===== src/rtl/uart_rx_buffered_if.sv =====
// Read-side bus of the buffered UART receiver: show-ahead FIFO head plus occupancy flags.
// The controller (master) pops with rd_en; the receiver (slave) drives data and status.
interface uart_rx_buffered_if #(
  parameter int PAYLOAD_BITS = 8,
  parameter int BUFFER_SIZE  = 8
);
  localparam int CW = $clog2(BUFFER_SIZE) + 1;

  logic                    rd_en;
  logic [PAYLOAD_BITS-1:0] rd_data;
  logic                    empty;
  logic                    full;
  logic [CW-1:0]           count;

  modport master (output rd_en, input rd_data, input empty, input full, input count);
  modport slave  (input rd_en, output rd_data, output empty, output full, output count);
endinterface


===== src/rtl/uart_rx_buffered.sv =====
// UART receiver (8N1-style, mid-bit sampling) feeding a show-ahead FIFO.
// Frames with a low stop bit raise frame_error; good frames refused by a full FIFO raise overrun.
module uart_rx_buffered #(
  parameter int CLK_FREQ     = 100000000,
  parameter int BIT_RATE     = 115200,
  parameter int PAYLOAD_BITS = 8,
  parameter int BUFFER_SIZE  = 8
) (
  input  logic               clk,
  input  logic               reset,
  input  logic               rx,
  output logic               frame_error,
  output logic               overrun,
  uart_rx_buffered_if.slave  bus
);
  localparam int CLKS_PER_BIT = CLK_FREQ / BIT_RATE;
  localparam int HALF_BIT     = CLKS_PER_BIT / 2;
  localparam int CNT_W        = $clog2(CLKS_PER_BIT + 1);
  localparam int BIT_W        = $clog2(PAYLOAD_BITS + 1);
  localparam int AW           = $clog2(BUFFER_SIZE);
  localparam int CW           = AW + 1;

  localparam logic [CNT_W-1:0] HALF_LAST = CNT_W'(HALF_BIT - 1);
  localparam logic [CNT_W-1:0] BIT_LAST  = CNT_W'(CLKS_PER_BIT - 1);
  localparam logic [BIT_W-1:0] DATA_LAST = BIT_W'(PAYLOAD_BITS - 1);
  localparam logic [CW-1:0]    DEPTH     = CW'(BUFFER_SIZE);

  typedef enum logic [1:0] {IDLE, START, DATA, STOP} state_t;

  state_t                  state;
  logic [CNT_W-1:0]        cnt;
  logic [BIT_W-1:0]        bit_idx;
  logic                    rx_p0;
  logic                    rx_s;
  logic [PAYLOAD_BITS-1:0] shift;
  logic [PAYLOAD_BITS-1:0] mem [BUFFER_SIZE];
  logic [AW-1:0]           wr_ptr;
  logic [AW-1:0]           rd_ptr;
  logic [CW-1:0]           count;
  logic                    empty;
  logic                    full;

  logic bit_done;
  logic stop_sample;
  logic push_ok;
  logic push;
  logic pop;

  // Stage p0 -> s: two-flop synchronizer, idle-high after reset
  always_ff @(posedge clk or posedge reset) begin
    if (reset) begin
      rx_p0 <= 1'b1;
      rx_s  <= 1'b1;
    end else begin
      rx_p0 <= rx;
      rx_s  <= rx_p0;
    end
  end

  assign bit_done    = (cnt == BIT_LAST);
  assign stop_sample = (state == STOP) && bit_done;
  // A full FIFO still accepts when the same edge pops, keeping occupancy unchanged.
  assign push_ok     = !full || bus.rd_en;
  assign push        = stop_sample && rx_s && push_ok;
  assign pop         = bus.rd_en && !empty;

  always_ff @(posedge clk or posedge reset) begin
    if (reset) begin
      state       <= IDLE;
      cnt         <= '0;
      bit_idx     <= '0;
      frame_error <= 1'b0;
      overrun     <= 1'b0;
    end else begin
      frame_error <= 1'b0;
      overrun     <= 1'b0;
      case (state)
        IDLE: begin
          cnt     <= '0;
          bit_idx <= '0;
          if (!rx_s) state <= START;
        end
        START: begin
          if (cnt == HALF_LAST) begin
            cnt   <= '0;
            state <= rx_s ? IDLE : DATA;
          end else begin
            cnt <= cnt + CNT_W'(1);
          end
        end
        DATA: begin
          if (bit_done) begin
            cnt     <= '0;
            bit_idx <= bit_idx + BIT_W'(1);
            if (bit_idx == DATA_LAST) state <= STOP;
          end else begin
            cnt <= cnt + CNT_W'(1);
          end
        end
        STOP: begin
          if (bit_done) begin
            cnt         <= '0;
            state       <= IDLE;
            frame_error <= !rx_s;
            overrun     <= rx_s && !push_ok;
          end else begin
            cnt <= cnt + CNT_W'(1);
          end
        end
        default: state <= IDLE;
      endcase
    end
  end

  // LSB arrives first, so each new bit enters at the top and shifts down.
  always_ff @(posedge clk) begin
    if (state == DATA && bit_done) shift <= {rx_s, shift[PAYLOAD_BITS-1:1]};
  end

  always_ff @(posedge clk or posedge reset) begin
    if (reset) begin
      wr_ptr <= '0;
      rd_ptr <= '0;
      count  <= '0;
    end else begin
      if (push) wr_ptr <= wr_ptr + AW'(1);
      if (pop)  rd_ptr <= rd_ptr + AW'(1);
      case ({push, pop})
        2'b10:   count <= count + CW'(1);
        2'b01:   count <= count - CW'(1);
        default: count <= count;
      endcase
    end
  end

  always_ff @(posedge clk) begin
    if (push) mem[wr_ptr] <= shift;
  end

  assign empty       = (count == '0);
  assign full        = (count == DEPTH);
  assign bus.empty   = empty;
  assign bus.full    = full;
  assign bus.count   = count;
  // Memory is never cleared, so the head is masked to zero whenever nothing is stored.
  assign bus.rd_data = empty ? '0 : mem[rd_ptr];
endmodule


===== src/flat_wrapper.sv =====
// flat-port wrapper written by rule: the top's interface ports become plain ports
module uart_rx_buffered_flat 
#(
  parameter int CLK_FREQ     = 100000000,
  parameter int BIT_RATE     = 115200,
  parameter int PAYLOAD_BITS = 8,
  parameter int BUFFER_SIZE  = 8
)
  (clk, reset, rx, frame_error, overrun, bus_rd_en, bus_rd_data, bus_empty, bus_full, bus_count);
  uart_rx_buffered_if #(.PAYLOAD_BITS(PAYLOAD_BITS), .BUFFER_SIZE(BUFFER_SIZE)) bus_i ();
  input  logic clk;
  input  logic reset;
  input  logic rx;
  output logic frame_error;
  output logic overrun;
  input wire logic [$bits(bus_i.rd_en)-1:0] bus_rd_en;
  output wire logic [$bits(bus_i.rd_data)-1:0] bus_rd_data;
  output wire logic [$bits(bus_i.empty)-1:0] bus_empty;
  output wire logic [$bits(bus_i.full)-1:0] bus_full;
  output wire logic [$bits(bus_i.count)-1:0] bus_count;
  assign bus_i.rd_en = bus_rd_en;
  assign bus_rd_data = bus_i.rd_data;
  assign bus_empty = bus_i.empty;
  assign bus_full = bus_i.full;
  assign bus_count = bus_i.count;
  uart_rx_buffered #(.CLK_FREQ(CLK_FREQ), .BIT_RATE(BIT_RATE), .PAYLOAD_BITS(PAYLOAD_BITS), .BUFFER_SIZE(BUFFER_SIZE)) u_core (.clk(clk), .reset(reset), .rx(rx), .frame_error(frame_error), .overrun(overrun), .bus(bus_i));
endmodule

===== config.mk =====
export PLATFORM = sky130hd
export DESIGN_NAME = uart_rx_buffered_flat
export DESIGN_NICKNAME = d
export VERILOG_FILES = /design/src/rtl/uart_rx_buffered_if.sv /design/src/rtl/uart_rx_buffered.sv /design/src/flat_wrapper.sv
export SDC_FILE = /design/constraint.sdc
export NUM_CORES = 1
export LEC_CHECK = 0
export BUFFER_PORTS_ARGS = -buffer_cell sky130_fd_sc_hd__buf_2
export CORE_MARGIN = 2
export CORE_UTILIZATION = 45
export DETAILED_ROUTE_END_ITERATION = 16
export PLACE_DENSITY = 0.69
export SLEW_MARGIN = 20
export SYNTH_ARGS = -nofsm -noshare
export SYNTH_HDL_FRONTEND = slang
export SYNTH_SLANG_ARGS = --single-unit

===== constraint.sdc =====
create_clock -name clk -period 3.27 [get_ports clk]
set_input_delay 0.327 -clock clk [delete_from_list [all_inputs] [get_ports clk]]
set_output_delay 0.327 -clock clk [all_outputs]
set_load 0.01 [all_outputs]

Word level (Yosys, flattened, before mapping)
Memories as Yosys holds them, arrays and structs flattened. Index checks and enable logic that the tools add are counted.

Add/sub/neg operators: 6. Multiply operators: 0. Div/mod/pow operators: 0. Order comparisons: 0. Eq/ne operators: 14. Shift-type cells: 0. Muxes and demuxes: 20. Bitwise logic cells: 0. Reductions and logical operators: 18.

Operators by type and width (number): $pmux 10 s3 (1); $mux 10 (2); $pmux 4 s2 (2); $mux 2 (6); $add 10x1->10 const B (1); $eq 10x10->1 const B (1); $eq 10x9->1 const B (1); $add 4x1->4 const B (2); $mux 8 (1); $ne 2x1->1 const B (4); $pmux 2 s4 (1); $add 3x1->3 const B (2); $eq 2x2->1 const B (3); $logic_and 1x1->1 (6); $mux 1 (6); $reduce_and 5->1 (1); $eq 2x1->1 const B (2); $eq 4x3->1 const B (1); $eq 4x4->1 const B (1); $logic_not 1->1 (4); $logic_not 4->1 (1); $mux 4 (1); $reduce_bool 2->1 (2); $sub 4x1->4 const B (1); 5 further kinds (5).

Bits in registers: 38. Latch bits: 0. Memory bits (writable): 64. ROM bits: 0. Logic and storage cells: 70. Memories kept: 1.

Memory list: u_core.mem (words 8, bits a word 8, read ports 1, clocked after memory_dff 0, wr ports 1, line uart_rx_buffered.sv:36) `logic [PAYLOAD_BITS-1:0] mem [BUFFER_SIZE];`.

Depth between registers and ports, before layout
Depth after elaboration: 7. Depth in mapped cells: 12. Gate-level depth less buffers: 11.

Worst setup path after synthesis
OpenSTA, ideal clock, no wires.

Kind: reg-to-reg. Start: reg u_core.cnt[0]. End: mem u_core.mem[0][0] (enable). Arrival: 2.392 ns. Required time: 2.875 ns. Path slack: 0.484 ns. Stages on the path, launching flop included: 7. Path buffers: 1. Cell sequence: dfrtp_1 > ha_1 > and4bb_4 > nand4_4 > or3b_1 > buf_6 > nor4_1.

Longest elaborated chain between the ends: 6.

Ends and longest elaborated chain: from (decl) (line uart_rx_buffered.sv:31) `logic [CNT_W-1:0] cnt;`; from (signal assigned) (line uart_rx_buffered.sv:88) `cnt <= cnt + CNT_W'(1);`; from (signal assigned) (line uart_rx_buffered.sv:97) `cnt <= cnt + CNT_W'(1);`; from (signal assigned) (line uart_rx_buffered.sv:107) `cnt <= cnt + CNT_W'(1);`; $eq 10x10->1 (line uart_rx_buffered.sv:60) `assign bit_done = (cnt == BIT_LAST);`; $logic_and 1x1->1 (line uart_rx_buffered.sv:61) `assign stop_sample = (state == STOP) && bit_done;`; $logic_and 1x1->1 (2 in series) (line uart_rx_buffered.sv:64) `assign push = stop_sample && rx_s && push_ok;`; $mux 1 (line uart_rx_buffered.sv:137) `if (push) mem[wr_ptr] <= shift;`; $mux 1 (implied by the code) (line uart_rx_buffered.sv:137); to (decl) (line uart_rx_buffered.sv:36).

No other way between the ends.

Worst setup path in the final report
Start: reg u_core.cnt[0]. End: reg u_core.count[2] (netlist: u_core.bus.count[2]).

Longest elaborated chain between the ends: 6. Elaborated cells on any way between the ends: 8.

Ends and longest elaborated chain: $eq 10x10->1 (*) (line uart_rx_buffered.sv:60); $logic_and 1x1->1 (*) (line uart_rx_buffered.sv:61); $logic_and 1x1->1 (*) (2 in series) (line uart_rx_buffered.sv:64); $eq 2x1->1 or $eq 2x2->1 (tied branches) (line uart_rx_buffered.sv:128) `case ({push, pop})`; $pmux 4 s2 or $reduce_bool 2->1 (tied branches); to (signal assigned) (line uart_rx_buffered.sv:129) `2'b10: count <= count + CW'(1);`; to (signal assigned) (line uart_rx_buffered.sv:130) `2'b01: count <= count - CW'(1);`; to (signal assigned) (line uart_rx_buffered.sv:131) `default: count <= count;`; to (decl) (line uart_rx_buffered.sv:39) `logic [CW-1:0] count;`.

Every way passes the cells marked *; elsewhere a longest branch is shown, timed or not. A chain may end at the register's enable or synchronous reset.

==> metrics.md <==
| Metric | Value |
|---|---|
| Critical Path Source | u_core.cnt[0]$_DFF_PP0_ |
| M1 GR Usage | 19.4% |
| Initial antenna violation count | 0 |
| Rows | 35 |
| Fin crit period | about 2700 ps |
| CTS Hold Buffers Added | 0 |
| Synth cell count leaders | edfxtp_1, dfrtp_1, mux4_2 |
| Data arrival, critical path | 2960 ps |
| Fmax | ~370 MHz |
| Design Power | 3.07 mW |
| # nets final | 303 |
| Static leakage | 1.75 nW |
| Worst vdd ir | 219 µV |
| Post-synth top area share | 50.4% |
| Gr ovfl total | 0 |
| CP Cell Sequence | ha_1 > and4bb_4 > nand4_4 > or3b_1 > ha_1 > xor2_1 > ha_1 > a21oi_1 > xor2_1 > nor2_1 > xor2_1 |
| CTS resizes | 0 |
| H-tree depth | 3 |
| CP max stage cell | or3b_1 |
| Wire per inst | ~17 µm |
| Deepest clock path buffer count | 2 |
| Final hold vios | 0 |
| Critical path class | flip-flop to flip-flop |
| Setup Buffers After CTS | 0 |
| Post-route ant nets | 0 |
| # diodes | 0 |
| Slowest cell delay on critical path | about 440 ps |
| Worst Path Max Fanout | 7 |
| CTS Buf Count | 9 |
| Final Util | roughly half |
| Port-buffer cells | 19 |
| Synth Flop Type | edfxtp_1 |
| Slew margin rel. | roughly 46% |
| # DRC | 0 |
| Power Density | roughly 640 nW/µm² |
| Filler cell count | 760 |
| Layout cells sized above 1 | between 20% and 30% |
| First-pass GRT wire length | 11,300 µm |
| Placed Instances | 409 |
| FF+latch count, synth | about 100 |
| Layout Cells excl Fill | 425 |
| R2r setup slk | around 540 ps |
| Gr busiest metal | met2 |
| Final HPWL DP | 4610 µm |
| Vias in the first global route | 2,194 |
| Vias | between 2,000 and 2,500 |
| Top area cells in the synthesized netlist | edfxtp_1, dfrtp_1, mux4_2 |
| Clock Skew | about 12 ps |
| Yosys warnings | 0 |
| CTS tree | yes |
| Clock power frac | 25.4% |
| Share of the yosys chip area belonging to registers | roughly 68% |
| 1st-iter DRT viols | ~110 |
| Synthesis-to-finish area growth | 11.7% |
| Largest area contributor in the netlist | edfxtp_1 |
| Synth unique cells | 47 |
| Post-Syn Area | 4290 µm² |
| NetSw | slightly below 0.9 mW |
| Crit. End Element | flip-flop |
| Ports | 20 |
| Most numerous cell in the Yosys netlist | edfxtp_1 |
| Critical Path RT | ~3500 ps |
| Die Area | 10,300 µm² |
| Internal power | between 2 and 2.5 mW |
| Clock sinks | a little over 100 |
| Die X | 102 µm |
| Total negative slack | 0 ps |
| Core Box Area | 9240 µm² |
| GRT Total Usage | 15.2% |
| DIE HEIGHT | 102 µm |
| Worst Hold Depth | 1 |
| Tightest Pin Transition | 803 ps |
| Post-synth EDFFs | 72 |
| Max Cap Violations | 0 |
| Mean post-synth cell area | 16.6 µm² |
| Gp weighted congestion | 0.763 |
| Sequential share of power | between 50 and 60% |
| Syn_nets | 270 |
| Critical R2R Launch | u_core.cnt[0]$_DFF_PP0_ |
| Worst-path clk slew | 90 ps |
| WL final | 7120 µm |
| Critical Path Sink | u_core.bus.count[2]$_DFFE_PP0P_ |
| Initial cell density of the core | 46.4% |
| RSZ-0062 raised after global routing | false |
| Final setup viols | 0 |
| Status | completed |
| R2r worst-path depth | 11 |
| Critical path startpoint category | flip-flop |
| Worst-Skew Late Latency | 360 ps |
| Synthesized instance count | 258 |
| Post-synth ARST share | 29.4% |
| Reg2reg end | u_core.bus.count[2]$_DFFE_PP0P_ |
| DR pass1 iterations | 4 |
| Worst Hold Class | input pin to flip-flop |
| Net Sw Frac | between 20% and 30% |
| Final Cycle Share | between 80% and 90% |
| Comb pwr share | 23.7% |
| Final Slew Violations | 0 |
| Vias per cell | roughly 5.3 |
| Root Driver | clkbuf_8 |
| M3 GR Usage | 3.52% |
| Pin count of the biggest net entering global routing | 22 |
| Global-route met2 utilization | 24.9% |
[worst max-delay path: cells and delay by family (launching register included)]
kind	cells	cell delay (ps)
adders and majority gates	3	670
and+or+nand+nor	4	940
AOI/OAI and AO/OA	1	140
xor gates and xnor gates	3	450
DFF	1	410
[cell usage in the layout, fill, tap and decap left out, types with 4 or more instances in the layout]
cell type  Yosys  final
nand2_1        8      8
nor3_1        15     15
ha_1           8      8
mux2i_1        8      8
nor2_1        14     14
nand2b_1       4      4
dfrtp_1       28     28
o21ai_0        4      4
clkbuf_8       0      9
xnor2_1        7      7
inv_1          5      5
mux4_2        16     16
edfxtp_1      72     72
buf_4          0     13
xor2_1        10     10
buf_2          3     19
nand3_1        8      8
[final cells by class]
type	count	area, µm²	area share, %
Clock buffer	10	128	2.66
Inverter	5	18.8	0.392
Clock inverter	6	71.3	1.49
Tap cell	129	161	3.37
Sequential cell	102	2920	60.8
Multi-Input combinational cell	141	1310	27.3
Timing Repair Buffer	32	193	4.02
[cells by family (layout without fill, tap and decap cells)]
| group | count (synthesis) | in the layout | synth area share (%) |
|---|---|---|---|
| AO/OA/AOI/OAI | 14 | 14 | 2.28 |
| AND/OR/NAND/NOR | 74 | 74 | 10.9 |
| multiplexers | 28 | 28 | 11.3 |
| adder cells (fa/ha/maj) | 8 | 8 | 2.33 |
| buffers and inverters | 15 | 53 | 1.75 |
| XOR/XNOR | 17 | 17 | 3.47 |
| flip-flops | 102 | 102 | 67.9 |
[worst min-delay path by stage]
stage | to | from | slack (ps)
3_3_place_gp | u_core.rx_s$_DFF_PP1_ | u_core.rx_p0$_DFF_PP1_ | 350
6_report | u_core.rx_p0$_DFF_PP1_ | rx | 60
2_1_floorplan | u_core.rx_p0$_DFF_PP1_ | rx | 330
5_1_grt | u_core.rx_p0$_DFF_PP1_ | rx | 40
4_1_cts | u_core.rx_p0$_DFF_PP1_ | rx | 40
3_5_place_dp | u_core.rx_s$_DFF_PP1_ | u_core.rx_p0$_DFF_PP1_ | 350
[power by group through the flow]
stage          registers (mW)  clock network [mW]  logic (mW)
2_1_floorplan            1.50                   0       0.606
3_3_place_gp             1.59                   0       0.737
3_5_place_dp             1.59                   0       0.747
4_1_cts                  1.57               0.801       0.747
5_1_grt                  1.58               0.857       0.808
6_report                 1.56               0.781       0.726
[stage by stage]
step | instance area, µm² | worst slack (ps) | hold slack (ps)
2_1_floorplan | 4290 | 484 | 331
3_3_place_gp | 4590 | 606 | 346
6_report | 4790 | 544 | 62.4
4_1_cts | 4790 | 529 | 42.6
3_5_place_dp | 4590 | 547 | 349
5_1_grt | 4790 | 348 | 36.8
[layer usage]
metal	wire length (µm)	up-vias
li1	-	1058
met1	3130	1172
met2	3620	33
met3	241	10
met4	122	0
met5	0	-
[registers in the layout, summed over array words and instances, names as in the netlist, named ones only]
| signal | count |
|---|---|
| u_core.cnt | 10 |
| u_core.shift | 8 |
| u_core.frame_error | 1 |
| u_core.overrun | 1 |
| u_core.wr_ptr | 3 |
| u_core.bit_idx | 4 |
| u_core.rx_s | 1 |
| u_core.rd_ptr | 3 |
| u_core.state | 1 |
| u_core.mem | 64 |
| u_core.bus.count | 4 |
| u_core.rx_p0 | 1 |
(Power assumes the default switching activity.)
